===== src/rtl/instr_encoder_loader_pkg.sv =====
// Shared ISA constants for the instruction encoder/loader.
//   type*  : 2-bit instruction class in word[8:7]
//   i*     : 4-bit sub-op for typeI
//   ii*    : 1-bit sub-op for typeII
//   iii*   : 2-bit sub-op for typeIII
//   iv*    : 1-bit sub-op for typeIV
//   o*     : 5-bit decoded operation codes presented on the input stream
// Also holds the loader state type and error-code values.
package instr_encoder_loader_pkg;

  localparam int ISA_IW = 9;

  localparam logic [1:0] typeI   = 2'b00;
  localparam logic [1:0] typeII  = 2'b01;
  localparam logic [1:0] typeIII = 2'b10;
  localparam logic [1:0] typeIV  = 2'b11;

  localparam logic [3:0] iADD   = 4'd0;
  localparam logic [3:0] iMOVER = 4'd1;
  localparam logic [3:0] iMOVEA = 4'd2;
  localparam logic [3:0] iRXOR  = 4'd3;
  localparam logic [3:0] iLUT   = 4'd4;
  localparam logic [3:0] iXOR   = 4'd5;
  localparam logic [3:0] iAND   = 4'd6;
  localparam logic [3:0] iLOAD  = 4'd7;
  localparam logic [3:0] iSTORE = 4'd8;
  localparam logic [3:0] iHALT  = 4'd9;

  localparam logic iiBEQ = 1'b0;
  localparam logic iiBLT = 1'b1;

  localparam logic [1:0] iiiANDI = 2'd0;
  localparam logic [1:0] iiiADDI = 2'd1;
  localparam logic [1:0] iiiSUB  = 2'd2;
  localparam logic [1:0] iiiJUMP = 2'd3;

  localparam logic ivLSR = 1'b0;
  localparam logic ivRSR = 1'b1;

  localparam logic [4:0] oADD   = 5'd0;
  localparam logic [4:0] oMOVER = 5'd1;
  localparam logic [4:0] oMOVEA = 5'd2;
  localparam logic [4:0] oRXOR  = 5'd3;
  localparam logic [4:0] oLUT   = 5'd4;
  localparam logic [4:0] oXOR   = 5'd5;
  localparam logic [4:0] oAND   = 5'd6;
  localparam logic [4:0] oLOAD  = 5'd7;
  localparam logic [4:0] oSTORE = 5'd8;
  localparam logic [4:0] oHALT  = 5'd9;
  localparam logic [4:0] oBEQ   = 5'd10;
  localparam logic [4:0] oBLT   = 5'd11;
  localparam logic [4:0] oANDI  = 5'd12;
  localparam logic [4:0] oADDI  = 5'd13;
  localparam logic [4:0] oSUB   = 5'd14;
  localparam logic [4:0] oJUMP  = 5'd15;
  localparam logic [4:0] oLSR   = 5'd16;
  localparam logic [4:0] oRSR   = 5'd17;

  typedef enum logic [1:0] {LD_IDLE, LD_RUN, LD_DONE, LD_ERROR} ld_state_t;

  localparam logic [1:0] ERR_NONE = 2'b00;
  localparam logic [1:0] ERR_OP   = 2'b01;
  localparam logic [1:0] ERR_IMM  = 2'b10;
  localparam logic [1:0] ERR_OVF  = 2'b11;

endpackage


===== src/rtl/instr_encoder_loader_field_encoder.sv =====
// Combinational field packer: decoded OP/register/immediate -> 9-bit word.
//   op       in  5  operation code (o*)
//   rg       in  3  register field
//   imm      in  5  immediate
//   word     out 9  packed machine word (0 when op is illegal)
//   legal_op out 1  op matches a defined o* code
//   imm_ok   out 1  immediate fits its field (only 3-bit fields are checked)
module instr_field_encoder
  import instr_encoder_loader_pkg::*;
(
  input  logic [4:0] op,
  input  logic [2:0] rg,
  input  logic [4:0] imm,
  output logic [8:0] word,
  output logic       legal_op,
  output logic       imm_ok
);

  // typeII/typeIV only carry imm[2:0]; anything in imm[4:3] would be lost.
  logic imm3_fits;
  assign imm3_fits = (imm[4:3] == 2'b00);

  always_comb begin
    word     = '0;
    legal_op = 1'b1;
    imm_ok   = 1'b1;
    case (op)
      oADD:   word = {typeI, iADD,   rg};
      oMOVER: word = {typeI, iMOVER, rg};
      oMOVEA: word = {typeI, iMOVEA, rg};
      oRXOR:  word = {typeI, iRXOR,  rg};
      oLUT:   word = {typeI, iLUT,   rg};
      oXOR:   word = {typeI, iXOR,   rg};
      oAND:   word = {typeI, iAND,   rg};
      oLOAD:  word = {typeI, iLOAD,  rg};
      oSTORE: word = {typeI, iSTORE, rg};
      oHALT:  word = {typeI, iHALT,  rg};
      oBEQ:   begin word = {typeII, iiBEQ, rg, imm[2:0]}; imm_ok = imm3_fits; end
      oBLT:   begin word = {typeII, iiBLT, rg, imm[2:0]}; imm_ok = imm3_fits; end
      oANDI:  word = {typeIII, iiiANDI, imm};
      oADDI:  word = {typeIII, iiiADDI, imm};
      oSUB:   word = {typeIII, iiiSUB,  imm};
      oJUMP:  word = {typeIII, iiiJUMP, imm};
      oLSR:   begin word = {typeIV, ivLSR, rg, imm[2:0]}; imm_ok = imm3_fits; end
      oRSR:   begin word = {typeIV, ivRSR, rg, imm[2:0]}; imm_ok = imm3_fits; end
      default: legal_op = 1'b0;
    endcase
  end

endmodule


===== src/rtl/instr_encoder_loader.sv =====
// Instruction encoder/loader: takes decoded fields over a valid/ready stream,
// packs them into machine words and writes them to sequential addresses.
//   clk, rst_n            clock, asynchronous active-low reset
//   start, start_addr     begin a load (ignored while a load is running)
//   in_valid/in_ready     field beat handshake; in_op/in_reg/in_imm fields
//   wr_en/wr_addr/wr_data registered instruction-memory write port
//   busy                  load running
//   done/err/err_code     level status of the last load
//   count                 words written in the current/last load
module instr_encoder_loader
  import instr_encoder_loader_pkg::*;
#(
  parameter int AW = 8,
  parameter int IW = 9
) (
  input  logic          clk,
  input  logic          rst_n,
  input  logic          start,
  input  logic [AW-1:0] start_addr,
  input  logic          in_valid,
  output logic          in_ready,
  input  logic [4:0]    in_op,
  input  logic [2:0]    in_reg,
  input  logic [4:0]    in_imm,
  output logic          wr_en,
  output logic [AW-1:0] wr_addr,
  output logic [IW-1:0] wr_data,
  output logic          busy,
  output logic          done,
  output logic          err,
  output logic [1:0]    err_code,
  output logic [AW:0]   count
);

  // The word layout is fixed by the ISA; a different IW cannot be encoded.
  if (IW != ISA_IW) begin : g_iw_check
    $error("instr_encoder_loader: IW must be 9");
  end

  localparam logic [AW-1:0] PTR_LAST = {AW{1'b1}};
  localparam logic [AW-1:0] PTR_ONE  = {{(AW-1){1'b0}}, 1'b1};
  localparam logic [AW:0]   CNT_ONE  = {{AW{1'b0}}, 1'b1};

  ld_state_t     state;
  logic [AW-1:0] ptr;
  logic [8:0]    enc_word;
  logic          legal_op;
  logic          imm_ok;
  logic          is_halt;

  logic          vld_p1;
  logic [AW-1:0] wr_addr_p1;
  logic [IW-1:0] wr_data_p1;

  instr_field_encoder u_enc (
    .op       (in_op),
    .rg       (in_reg),
    .imm      (in_imm),
    .word     (enc_word),
    .legal_op (legal_op),
    .imm_ok   (imm_ok)
  );

  assign is_halt  = (in_op == oHALT);
  assign in_ready = (state == LD_RUN);
  assign busy     = (state == LD_RUN);
  assign wr_en    = vld_p1;
  assign wr_addr  = wr_addr_p1;
  assign wr_data  = wr_data_p1;

  // ---- stage p0 -> p1: accept beat, encode, register write port ----
  always_ff @(posedge clk or negedge rst_n) begin
    if (!rst_n) begin
      state      <= LD_IDLE;
      ptr        <= '0;
      vld_p1     <= 1'b0;
      wr_addr_p1 <= '0;
      wr_data_p1 <= '0;
      done       <= 1'b0;
      err        <= 1'b0;
      err_code   <= ERR_NONE;
      count      <= '0;
    end else begin
      vld_p1 <= 1'b0;
      case (state)
        LD_RUN: begin
          if (in_valid) begin
            if (!legal_op) begin
              state    <= LD_ERROR;
              err      <= 1'b1;
              err_code <= ERR_OP;
            end else if (!imm_ok) begin
              state    <= LD_ERROR;
              err      <= 1'b1;
              err_code <= ERR_IMM;
            end else begin
              vld_p1     <= 1'b1;
              wr_addr_p1 <= ptr;
              wr_data_p1 <= enc_word;
              count      <= count + CNT_ONE;
              // HALT wins over overflow; the pointer never wraps past the top.
              if (is_halt) begin
                state <= LD_DONE;
                done  <= 1'b1;
              end else if (ptr == PTR_LAST) begin
                state    <= LD_ERROR;
                err      <= 1'b1;
                err_code <= ERR_OVF;
              end else begin
                ptr <= ptr + PTR_ONE;
              end
            end
          end
        end
        default: begin
          if (start) begin
            state    <= LD_RUN;
            ptr      <= start_addr;
            done     <= 1'b0;
            err      <= 1'b0;
            err_code <= ERR_NONE;
            count    <= '0;
          end
        end
      endcase
    end
  end

endmodule


===== config.mk =====
export PLATFORM = sky130hd
export DESIGN_NAME = instr_encoder_loader
export DESIGN_NICKNAME = d
export VERILOG_FILES = /design/src/rtl/instr_encoder_loader_pkg.sv /design/src/rtl/instr_encoder_loader_field_encoder.sv /design/src/rtl/instr_encoder_loader.sv
export SDC_FILE = /design/constraint.sdc
export NUM_CORES = 1
export LEC_CHECK = 0
export CAP_MARGIN = 10
export CORE_MARGIN = 2
export CORE_UTILIZATION = 50
export DETAILED_ROUTE_END_ITERATION = 8
export GPL_TIMING_DRIVEN = 0
export PLACE_DENSITY = 0.91
export SLEW_MARGIN = 10
export SYNTH_ARGS = -nofsm -noshare
export SYNTH_HDL_FRONTEND = slang
export SYNTH_SLANG_ARGS = --single-unit

===== constraint.sdc =====
create_clock -name clk -period 4.1 [get_ports clk]
set_clock_uncertainty 0.2 [all_clocks]
set_input_delay 0.615 -clock clk [delete_from_list [all_inputs] [get_ports clk]]
set_output_delay 0.615 -clock clk [all_outputs]
set_load 0.02 [all_outputs]

# Yosys cells after proc, flatten, opt, wreduce, memory -nomap -nowiden
# Cells that the tools add are included.
# op_classes
order_cmp,0
add_sub_neg,2
n_shift,0
n_reduce_logical,11
mul,0
n_eq_ne,28
n_bitwise,0
div,0
mux,44
# ops
cell,count
$pmux W9 S18,1
$mux W8,7
$mux W9,5
$eq A5 B4 Y1 const B,8
$mux W2,13
$eq A5 B3 Y1 const B,4
$mux W1,18
$reduce_or A18 Y1,1
$reduce_and A4 Y1,3
$eq A5 B2 Y1 const B,2
$eq A5 B5 Y1 const B,2
$add A9 B1 Y9 const B,1
$add A8 B1 Y8 const B,1
$eq A8 B8 Y1 const B,1
$ne A2 B1 Y1 const B,3
$ne A2 B2 Y1 const B,3
$reduce_and A6 Y1,1
$eq A5 B1 Y1 const B,1
$logic_not A5 Y1,1
$ne A5 B3 Y1 const B,1
$reduce_and A5 Y1,1
$ne A4 B3 Y1 const B,1
$ne A4 B4 Y1 const B,1
$reduce_or A4 Y1,1
4 further kinds,4
# word_totals
inputBits,25
elab_cells,94
memories,0
out_inout_bits,33
mem_bits_ro,0
latch_bits,0
mem_bits_rw,0
register_bits,41

# Depth between registers and ports, before layout
# Gate-level depths: netlist of the first run.
# depth
depth_word,7
ltp_mapped,9
ltp_nobuf,6

# Hierarchy
# From an unflattened synthesis of the first run, not the netlist that was laid out.
# hier_totals
hier_cells,256
area_unflattened_um2,2237.1
# modules_own_cells
mod,cells_per_inst,n_inst,seq_area_each_um2,area_per_inst_um2
instr_encoder_loader,208,1,1026.0,1920.6
instr_field_encoder,48,1,0.0,316.6

# Least setup slack after synthesis of the first run
# OpenSTA, ideal clock, no wires.
# synth_path
path_kind,input to register
from,input port in_op[3]
to,register count[7]
setup_time_ns,0.078
setup_slack_ns,1.825
arrival_ns,1.997
n_path_buf,0
stages,5
cell_sequence,o41ai_2 nand2b_1 a31o_1 or4_1 a21oi_1
# synth_between
elab_chain_len,5
# synth_rtl
element,line_no,rtl
"start, declared",instr_encoder_loader.sv:22,"input logic [4:0] in_op,"
$eq A5 B4 Y1 (tied with other cells),instr_encoder_loader_field_encoder.sv:27,case (op)
$reduce_or A18 Y1 (no source line) / $reduce_or A4 Y1 (equally long branches),n/a,
$mux W1,instr_encoder_loader_field_encoder.sv:27,
$ne A2 B1 Y1 (no source line),n/a,
$reduce_and A4 Y1 (no source line) *,n/a,
"end signal, assigned",instr_encoder_loader.sv:100,count <= count + CNT_ONE;
"end, declared",instr_encoder_loader.sv:32,output logic [AW:0] count
# Mark *: on every way between the ends. The rest lies on a longest branch, timed or not.
# A chain may end at the register's enable or synchronous reset.

# Final worst setup path of the first run
# layout_path
from,register state[1]
to,output port in_ready
# layout_between
elab_chain_len,1
# layout_rtl
element,line_no,rtl
"start, declared",instr_encoder_loader.sv:44,ld_state_t state;
"start signal, assigned",instr_encoder_loader.sv:74,state <= LD_IDLE;
"start signal, assigned",instr_encoder_loader.sv:89,state <= LD_ERROR;
"start signal, assigned",instr_encoder_loader.sv:93,state <= LD_ERROR;
$eq A2 B1 Y1,instr_encoder_loader.sv:65,assign in_ready = (state == LD_RUN);
"end, declared",instr_encoder_loader.sv:21,"output logic in_ready,"
# Every way passes these cells.

==> impl_results.md, run 1 <==
* Max Fanout on Critical Path at 11
* Synth Flop Type: dfrtp_1
* Routed Antenna Nets at 0
* CTS root buf: clkbuf_8
* Max-Cap Viols at 0
* Detailed Place HPWL at 4003 µm
* Max Freq at 318.5 MHz
* Post-synth top area share at 0.4713
* Leading area contributor after synthesis: dfrtp_1
* Fin. Hold Viols at 0
* First-pass GRT wire length at between 9000 and 10000 µm
* Site Rows at 23
* ANT cells at 0
* Ys async rst share at 1.000
* Syn-to-layout area delta at 35.57%
* Power Dens Cells at ~530 nW/µm²
* Critical path capture point type: primary output
* Synthesized area at between 2000 and 2500 µm²
* Placed instance area at around 2800 µm²
* Crit path kind: reg -> out
* Post-synth net total at about 260
* Worst-path clk slew at about 0.08 ns
* Post-CTS Setup Repair Bufs at 0
* Fillcell total at between 300 and 400
* Unrepaired setup endpoints after global routing: no
* Total CTS buffers at 5
* Share of cells above drive strength 1 at 0.08638
* Mean Syn Cell Area at about 9.3 µm²
* Port Buffer Count at 57
* Crit path launch type: flop
* Final Critical Period at approximately 3.1 ns
* Pin count of the biggest net entering global routing at 35
* Htree depth at 2
* Total GRT Usage at 0.2407
* Vias in the first global route at ~2000
* I/O Pins at 58
* Layout Cells excl Fill at around 350
* Hold Crit Class: reg -> reg
* Lkg Pwr at 1.237 nW
* Clock Path Buffers at 2
* Register area share after synthesis at 0.4713
* Initial antenna violation count at 0
* Worst Setup Slack, final at roughly 0.96 ns
* Status: finished, final reports clean
* Worst slew margin at 0.6116
* DR vias at between 2000 and 2500
* Chip Height at 69.99 µm
* Worst VDD drop at 0.2969 mV
* First DRT Iteration DRCs at 99
* Final Max Slew Viols at 0
* Drt drc at 0
* Vias/cell at approximately 6.0
* WL per Instance at 15.97 µm
* Post-synth EDFFs at 0
* Nets at 327
* Top-count cell post-synth: dfrtp_1
* Die area at around 4900 µm²
* Util after Layout at 0.7223
* Core Area at 4086 µm²
* Post-CTS Hold Fix Bufs at 1
* Setup TNS at 0 ns
* Syn Inst Count at ~230
* Gr ovfl total at 0
* Top cells by area, synth: dfrtp_1 47%, nand2_1 5.5%, mux2_2 3.6%, o21ai_0 3.0%, nor2_1 2.6%
* Placer Congestion at between 0.9 and 1
* Latest clock arrival within the worst-skew pair at roughly 0.3 ns
* CTS tree: yes
* Period utilization at 0.7659
* # clock sinks at 41
* Drt pass-1 iters at 4
* Total number of yosys warnings at 0
* Final wirelength at roughly 5600 µm
* Synthesized flop and latch total at 41
* Die width at around 70 µm
* Place WS at roughly 1.0 ns
* Cts repair resizes at 0
* Most common library cells after synthesis: 41 x dfrtp_1, 32 x nand2_1, 15 x nor2_1
* Data required, critical path at 3.28 ns
* Distinct cell type count after synthesis at 50
* # setup viols final at 0
* Initial Util at 0.5328
* Placed Cells at roughly 340
* WP data arrival at approximately 2.3 ns
* Final Instance Area at a little under 3000 µm²
* Tightest Pin Transition at just under 0.6 ns
-- report_power, final --
group          total (mW)  internal, mW  switching, mW
combinational       0.618         0.294          0.323
clock               0.340         0.199          0.141
sequential          0.618         0.520         0.0974
-- state kept, by name, summed over array words and instances (netlist names) --
signal / count
count: 9
wr_data: 9
ptr: 8
wr_addr: 8
err_code: 2
state: 2
done: 1
err: 1
wr_en: 1
-- path summary, 6_finish.rpt --
check | from | end | slack (ns) | cells after the start
max | state[1]$_DFFE_PN0P_ | in_ready | 0.96 | 6
max in group asynchronous | rst_n | count[7]$_DFFE_PN0P_ | 2.76 | 3
min | state[1]$_DFFE_PN0P_ | state[1]$_DFFE_PN0P_ | 0.29 | 1
min in group asynchronous | rst_n | count[1]$_DFFE_PN0P_ | 0.50 | 2
min reg2reg | state[1]$_DFFE_PN0P_ | state[1]$_DFFE_PN0P_ | 0.29 | 1
max reg2reg | ptr[2]$_DFFE_PN0P_ | ptr[1]$_DFFE_PN0P_ | 1.85 | 6
-- layout by cell type (no fill, tap or decap), types with 4 or more instances in the layout --
cell	netlist	final
clkdlybuf4s50_1	0	56
dfrtp_1	41	41
nand2_1	32	32
nor2_1	15	15
o21ai_0	13	13
a21oi_1	11	11
o21ai_1	10	10
inv_1	9	9
clkbuf_1	6	7
or3_1	7	7
mux2_2	7	7
buf_2	5	6
nand3_1	6	6
clkbuf_8	0	6
nor2b_1	5	5
nor3_1	5	5
a22oi_1	5	5
a31oi_1	4	4
mux2i_1	4	4
-- cells by family (layout without fill, tap and decap cells) --
logic type,after synthesis,count (layout),share of synthesized area
adders and majority gates,2,2,0.01149
buffers and inverters,23,90,0.04425
AOI/OAI and AO/OA,71,71,0.2190
xor gates and xnor gates,1,1,0.004024
and+or+nand+nor,82,82,0.1799
muxes,14,14,0.07012
DFF,41,41,0.4713
-- worst max-delay path: stages, from the launching register on --
cell and delay [ns]:
dfrtp_1 0.38, nand2b_1 0.13, buf_2 0.18, inv_1 0.12, clkbuf_1 0.42, buf_4 0.20
clkdlybuf4s50_1 0.60
-- per-layer routing --
| layer | wire [µm] | GRT usage |
|---|---|---|
| met5 | 0 | 0 |
| met1 | 2315 | 0.3103 |
| met4 | 103 | 0.08761 |
| met2 | 2742 | 0.3915 |
| met3 | 444 | 0.06205 |
-- stage by stage --
stage | hold slack [ns] | total power [mW]
after floorplan | 0.1194 | 0.9517
after global placement | 0.2667 | 1.209
after detailed placement | 0.2667 | 1.237
after CTS | 0.2890 | 1.579
after global routing | 0.3040 | 1.670
final | 0.2898 | 1.575
-- layout make-up --
type                       instances  area (µm²)  area share
inverter                          10       37.54     0.01272
tap                               50       62.56     0.02120
buffer                            13       58.81     0.01992
clock buffer                       7       86.33     0.02925
sequential                        41        1026      0.3476
clock inverter                     1       30.03     0.01017
timing repair buffer              59       595.6      0.2018
multi-input combinational        170        1055      0.3574
(Power assumes the default switching activity.)
==> inputs of run 2 (changes only) <==
--- a/config.mk
+++ b/config.mk
@@ -7,10 +7,10 @@
 export LEC_CHECK = 0
 export CAP_MARGIN = 10
 export CORE_MARGIN = 2
-export CORE_UTILIZATION = 50
+export CORE_UTILIZATION = 48
 export DETAILED_ROUTE_END_ITERATION = 8
 export GPL_TIMING_DRIVEN = 0
-export PLACE_DENSITY = 0.91
+export PLACE_DENSITY = 0.88
 export SLEW_MARGIN = 10
 export SYNTH_ARGS = -nofsm -noshare
 export SYNTH_HDL_FRONTEND = slang
==> constraint.sdc (replaced) <==
create_clock -name clk -period 2.9 [get_ports clk]
set_clock_uncertainty 0.2 [all_clocks]
set_input_delay 0.435 -clock clk [delete_from_list [all_inputs] [get_ports clk]]
set_output_delay 0.435 -clock clk [all_outputs]
set_load 0.02 [all_outputs]
==> run 2 against run 1 <==
Compared with the run above:
- clock-buffer cell count down 1
- non-clock buffer count down 1
- register-to-register slack worse by 1.4 ns
- first-iteration DRC count down 6.1%
- combinational power up 41%
- wire length up 0.36%
- critical path depth down 1
==> impl_results.md, run 2 (synthesis gave the netlist of run 1 again) <==
* Tightest Pin Transition at 0.5609 ns
* Detailed Place HPWL at around 4100 µm
* DR vias at between 2000 and 2500
* Util after Layout at 0.6698
* ANT cells at 0
* WP data arrival at between 2 and 2.5 ns
* Final Max Slew Viols at 0
* Data required, critical path at roughly 2.3 ns
* Max Freq at roughly 360 MHz
* CTS tree: yes
* Pin count of the biggest net entering global routing at 28
* Lkg Pwr at 1.222 nW
* Commonest non-fill, non-tap cells in the layout: 56 x clkdlybuf4s50_1, 41 x dfrtp_1, 32 x nand2_1
* Syn-to-layout area delta at 33.97%
* Critical path capture point type: primary output
* Routed Antenna Nets at 0
* Nets at approximately 330
* I/O Pins at 58
* Worst slew margin at 0.6260
* Vias in the first global route at between 1500 and 2000
* Site Rows at 24
* WL per Instance at 15.98 µm
* Layout Cells excl Fill at 352
* Max Fanout on Critical Path at 14
* Place WS at roughly 0.050 ns
* Initial antenna violation count at 0
* First DRT Iteration DRCs at 93
* Core Area at ~4400 µm²
* Power, Total at about 2.1 mW
* CTS root buf: clkbuf_8
* Drt drc at 0
* Port Buffer Count at 57
* Vias/cell at between 5 and 6
* Status: finished, final reports clean
* Fin. Hold Viols at 0
* Post-CTS Setup Repair Bufs at 0
* Crit path launch type: flop
* Power Dens Cells at between 700 and 800 nW/µm²
* Drt pass-1 iters at 4
* Chip Height at about 70 µm
* Hold Crit Class: reg -> reg
* # setup viols final at 0
* Setup TNS at 0 ns
* Most common cell after layout, fill and taps aside: clkdlybuf4s50_1
* Worst VDD drop at 0.4464 mV
* Placer Congestion at between 0.8 and 0.9
* Unrepaired setup endpoints after global routing: no
* Total GRT Usage at 0.2414
* Latest clock arrival within the worst-skew pair at ~0.30 ns
* Total CTS buffers at 5
* Max-Cap Viols at 0
* Die width at ~71 µm
* Period utilization at 0.9543
* Initial Util at 0.5000
* Die area at between 5000 and 6000 µm²
* Worst Setup Slack, final at between 0.1 and 0.15 ns
* Htree depth at 2
* Placed Cells at roughly 340
* Gr ovfl total at 0
* Final wirelength at 5626 µm
* Share of cells above drive strength 1 at 0.08667
* First-pass GRT wire length at 9632 µm
* Cts repair resizes at 0
* Worst-path clk slew at 0.08 ns
* Clock Path Buffers at 2
* # clock sinks at between 40 and 50
* Crit path kind: reg -> out
* Final Critical Period at between 2 and 3 ns
## run 2: cell count changes in the layout (fill, tap and decap cells not counted), sizes merged
cell and change:
clkbuf -2, bufinv -1, clkinv +2
## run 2: report_power, final
| group | leakage [nW] | internal, mW | total, mW | switching, mW |
|---|---|---|---|---|
| logic | 0.667 | 0.414 | 0.870 | 0.456 |
| clock network | 0.0450 | 0.167 | 0.363 | 0.196 |
| registers | 0.510 | 0.736 | 0.867 | 0.131 |
| total | 1.22 | 1.32 | 2.10 | 0.783 |
## run 2: path summary, 6_finish.rpt
kind                       slack [ns]  depth (start not counted)            startpoint                     end
max in group asynchronous        1.66                          3                 rst_n      ptr[4]$_DFFE_PN0P_
min in group asynchronous        0.37                          2                 rst_n    count[1]$_DFFE_PN0P_
hold / removal                   0.28                          1  state[1]$_DFFE_PN0P_    state[1]$_DFFE_PN0P_
setup / recovery                 0.13                          5  state[1]$_DFFE_PN0P_                in_ready
hold reg to reg                  0.28                          1  state[1]$_DFFE_PN0P_    state[1]$_DFFE_PN0P_
setup reg to reg                 0.43                          9  state[1]$_DFFE_PN0P_  wr_addr[4]$_DFFE_PN0P_
## run 2: cell type report
cell class | instances | area, µm²
fillers | 345 | 1438
plain buffers | 12 | 55.05
repair buffers | 59 | 595.6
well taps | 52 | 65.06
flip-flops and latches | 41 | 1026
inverters | 10 | 37.54
clock buffers | 6 | 72.57
multi-input cells | 170 | 1055
clock inverters | 2 | 10.01
## run 2: critical path, cell delays in order, from the launching register on
cell and delay (ns):
dfrtp_1 0.38, nand2b_1 0.14, buf_2 0.18, inv_1 0.36
buf_4 0.18, clkdlybuf4s50_1 0.59
## run 2: stage by stage
step,hold WS (ns),cell area [µm²]
floorplan,-0.06059,2177
global placement,0.2655,2813
detailed placement,0.1731,2828
CTS,0.2883,2917
global route,0.2935,2917
finish,0.2846,2917
## run 2: per-layer routing
layer | wire length, µm | track usage | up-vias
li1 | - | - | 977
met1 | 2422 | 0.3263 | 996
met2 | 2730 | 0.3817 | 80
met3 | 340 | 0.05345 | 11
met4 | 133 | 0.09224 | 0
met5 | 0 | 0 | -
## run 2: what timing repair did
| action | CTS | global route |
|---|---|---|
| hold buffers | 1 | 0 |
| endpoints found under the hold margin | 14 | 0 |
| endpoints found under the setup margin | 1 | 0 |
==> edit 1, RTL diff (settings of run 1) <==
Re-encode `ld_state_t` (4 states) as one-hot, 4 bits wide.
--- a/src/rtl/instr_encoder_loader_pkg.sv
+++ b/src/rtl/instr_encoder_loader_pkg.sv
@@ -58,3 +58,3 @@
 
-  typedef enum logic [1:0] {LD_IDLE, LD_RUN, LD_DONE, LD_ERROR} ld_state_t;
+  typedef enum logic [3:0] {LD_IDLE = 4'b0001, LD_RUN = 4'b0010, LD_DONE = 4'b0100, LD_ERROR = 4'b1000} ld_state_t;
 
Behaviour: same outputs for any inputs over 10 cycles, from zero or initial values and one cycle with rst_n low; not proved beyond that.
==> edit 1 against run 1 <==
  * Total power up 27%
  * Routed wire length grew 7.3%
  * Design area grew 3.7%
  * Synthesized area rose by 6.1%
  * Fmax shrank 9.5%
  * Non-clock buffer count decreased by 1
  * Setup slack got worse by 330 ps
  * Via count is 4.1% higher
  * Sequential cell count up 2
  * Largest cell class unchanged
  * Largest power group is now combinational cells
  * Highest routed layer unchanged
==> edit 1: results (changes against run 1) <==
status - complete, no violations (unchanged)
leading cell types by total area after synthesis - sky130_fd_sc_hd__dfrtp_1, sky130_fd_sc_hd__nand2_1, sky130_fd_sc_hd__nor2_1 (was sky130_fd_sc_hd__dfrtp_1, sky130_fd_sc_hd__nand2_1, sky130_fd_sc_hd__mux2_2)
register area share after synthesis - 0.466 (was 0.471)
pin count of the biggest net entering global routing - 26 (was 35)
worst rel slew slack - 0.462 (was 0.612)
global-route wire length before repair - 10000 microns (was 9470 microns)
most used standard cells in the synthesized netlist - sky130_fd_sc_hd__nand2_1, sky130_fd_sc_hd__dfrtp_1, sky130_fd_sc_hd__nor2_1, sky130_fd_sc_hd__a21oi_1 (was sky130_fd_sc_hd__dfrtp_1, sky130_fd_sc_hd__nand2_1, sky130_fd_sc_hd__nor2_1, sky130_fd_sc_hd__o21ai_0, sky130_fd_sc_hd__a21oi_1)
Worst Setup Slack post-DPL - 973 ps (was 1040 ps)
Avg Inst Size Synth - 8.85 sq um (was 9.30 sq um)
wire length on met3 - 346 microns (was 444 microns)
Routed wire per std cell - 16.0 microns (about the same)
Overall Global Routing Usage - 0.247 (was 0.241)
arrival time at the worst endpoint - 2650 ps (was 2330 ps)
# placed instances - 370 (was 342)
Compound-Gate Fraction of Synth Area - 0.192 (was 0.219)
number of violations reported at the end of detailed-routing iteration 0 - 256 (was 99)
Via density - 5.81 (was 6.00)
static leakage - 1.33 nW (was 1.24 nW)
fillers - 364 (was 325)
Post-Layout Cell Count - 377 (was 351)
Post-Route M1 WL - 2490 microns (was 2320 microns)
final weighted congestion in routability-driven placement - 0.929 (was 0.917)
count of input and output buffers - 56 (was 57)
worst vdd ir - 0.000363 V (was 0.000297 V)
hpwl dp - 4410 microns (was 4000 microns)
xor and xnor area share after synthesis - 0.0227 (was 0.00402)
worst hold path type - primary input to async pin (was flop to flop)
share of layout cells above drive strength 1 - 0.0738 (was 0.0864)
## edit 1: area by class of cell
cell class / count / area (sq um) / area share
clock inverter: 1 / 30.0 / 0.00981
inverter: 13 / 61.3 / 0.0200
sequential: 43 / 1080 / 0.352
tap: 52 / 65.1 / 0.0213
buffer: 14 / 90.1 / 0.0294
multi-input combinational: 191 / 1080 / 0.353
timing repair buffer: 57 / 583 / 0.190
clock buffer: 6 / 72.6 / 0.0237
## edit 1: kinds of logic after synthesis
family / Yosys count
fa+ha+maj: 2
buf+inv: 27
mux: 2
compound gates: 65
xor+xnor: 6
simple gates: 116
flops: 43
## edit 1: routing by layer
layer | GRT usage | vias to the layer above
met3 | 0.0486 | 11
met2 | 0.418 | 92
met5 | 0 | -
met1 | 0.309 | 1037
met4 | 0.107 | 0
li1 | - | 1052
## edit 1: worst max-delay path: cells and delay by family (launching register included)
| family | cells | cell delay, ps |
|---|---|---|
| and+or+nand+nor | 1 | 520 |
| buffers and inverters | 6 | 1490 |
| DFF | 1 | 340 |
## edit 1: through the flow
step	power (mW)	area, sq um	util
final	2.00	3060	0.694
after global routing	2.13	3060	0.694
after CTS	2.00	3060	0.694
after detailed placement	1.68	2960	0.670
after global placement	1.64	2940	0.665
after floorplan	1.28	2310	-
## edit 1: power groups by stage
stage | clock network [mW] | registers [mW] | logic [mW]
4_1_cts | 0.322 | 0.696 | 0.985
3_3_place_gp | 0 | 0.695 | 0.944
2_1_floorplan | 0 | 0.805 | 0.474
5_1_grt | 0.341 | 0.718 | 1.07
3_5_place_dp | 0 | 0.702 | 0.976
6_report | 0.318 | 0.697 | 0.983
## edit 1: final timing paths
| kind | start | to | slack (ps) | depth (start not counted) |
|---|---|---|---|---|
| worst max-delay path | state[1] | in_ready | 630 | 7 |
| worst min-delay path | rst_n | wr_addr[3] | 60 | 1 |
| worst max register to register | state[1] | wr_data[6] | 1730 | 9 |
| worst min register to register | wr_addr[5] | wr_addr[5] | 280 | 2 |
| max in group asynchronous | rst_n | state[0] | 3070 | 2 |
| min in group clk | wr_addr[5] | wr_addr[5] | 280 | 2 |
==> edit 2, RTL diff (config.mk and constraints of run 1) <==
Made on the original files. Set the parameter `AW` to 7 (it was 8).
--- a/src/rtl/instr_encoder_loader.sv
+++ b/src/rtl/instr_encoder_loader.sv
@@ -12,3 +12,3 @@
 #(
-  parameter int AW = 8,
+  parameter int AW = 7,
   parameter int IW = 9
Ports: changed (resized count, start_addr and wr_addr); port bits go from 58 to 55. The function was not compared with the original's and may differ.
==> edit 2 against run 1 <==
  * Register-to-register slack better by 80 ps
  * Sequential share of layout area up 0.34 points
  * Sequential cell count down 3
  * Synthesized cell count down 7.7%
  * First-iteration DRC count up 34%
  * Design area down 8.2%
  * Utilization down 3.5 points
  * Routed wire length down 10%
  * Global-route usage down 0.18 points
  * Synthesized area down 7.5%
  * Setup slack better by 240 ps
  * Sequential power down 7.1%
  * Total power down 6.8%
==> edit 2: results (changes against run 1) <==
share of layout cells above drive strength 1 - 0.0939 (was 0.0864)
hpwl dp - 3790 microns (was 4000 microns)
post-layout net count - 302 (was 327)
power density over the cells - 542 nW/um^2 (was 534 nW/um^2)
pin count of the biggest net entering global routing - 39 (was 35)
path depth of the worst reg2reg path - 7 (was 6)
FF-to-FF Start - state[1] (was ptr[2])
area grow syn2layout - 34.5% (was 35.6%)
combinational power - 586 uW (was 618 uW)
final weighted congestion in routability-driven placement - 0.914 (was 0.917)
flop-to-flop setup slack - 1930 ps (was 1850 ps)
vias in the first global route - 1712 (was 2040)
WHS - 225 ps (was 290 ps)
peak per-stage delay on the critical path - 520 ps (was 600 ps)
most used standard cells in the synthesized netlist - sky130_fd_sc_hd__dfrtp_1, sky130_fd_sc_hd__nand2_1, sky130_fd_sc_hd__o21ai_0, sky130_fd_sc_hd__nor2_1 (was sky130_fd_sc_hd__dfrtp_1, sky130_fd_sc_hd__nand2_1, sky130_fd_sc_hd__nor2_1, sky130_fd_sc_hd__o21ai_0, sky130_fd_sc_hd__a21oi_1)
# placed instances - 319 (was 342)
global-route wire length before repair - 8090 microns (was 9470 microns)
area used by multi-input combinational logic - 981 sq um (was 1050 sq um)
net switching share of the total power - 0.354 (was 0.357)
Synth Instances - 216 (was 234)
Worst Setup Slack post-DPL - 1120 ps (was 1040 ps)
critical path launch point - state[0] (was state[1])
count of input and output buffers - 53 (was 57)
leading cell types by total area after synthesis - sky130_fd_sc_hd__dfrtp_1, sky130_fd_sc_hd__nand2_1, sky130_fd_sc_hd__mux2_2 (unchanged)
transition time of the tightest slew-check pin - 832 ps (was 583 ps)
number of violations reported at the end of detailed-routing iteration 0 - 133 (was 99)
status - complete, no violations (unchanged)
count of sequential standard cells - 38 (was 41)
-- edit 2: cell count changes after synthesis, moves of 4 or more --
cell,delta
sky130_fd_sc_hd__o21ai_1,-10
sky130_fd_sc_hd__or3_1,-6
sky130_fd_sc_hd__nand3_1,+5
sky130_fd_sc_hd__o221ai_1,+4
-- edit 2: routing by layer --
metal,share of wire,global-route usage,wire (microns)
met5,0,0,0
met4,0.022,0.102,109
met3,0.062,0.0450,312
met2,0.49,0.391,2450
met1,0.43,0.309,2150
-- edit 2: cells by family after synthesis --
group / count (synthesis) / synth area share
xor gates and xnor gates: 3 / 0.0130
DFF: 38 / 0.472
adders and majority gates: 2 / 0.0124
muxes: 12 / 0.0658
and+or+nand+nor: 82 / 0.194
buffers and inverters: 20 / 0.0410
AOI/OAI and AO/OA: 59 / 0.201
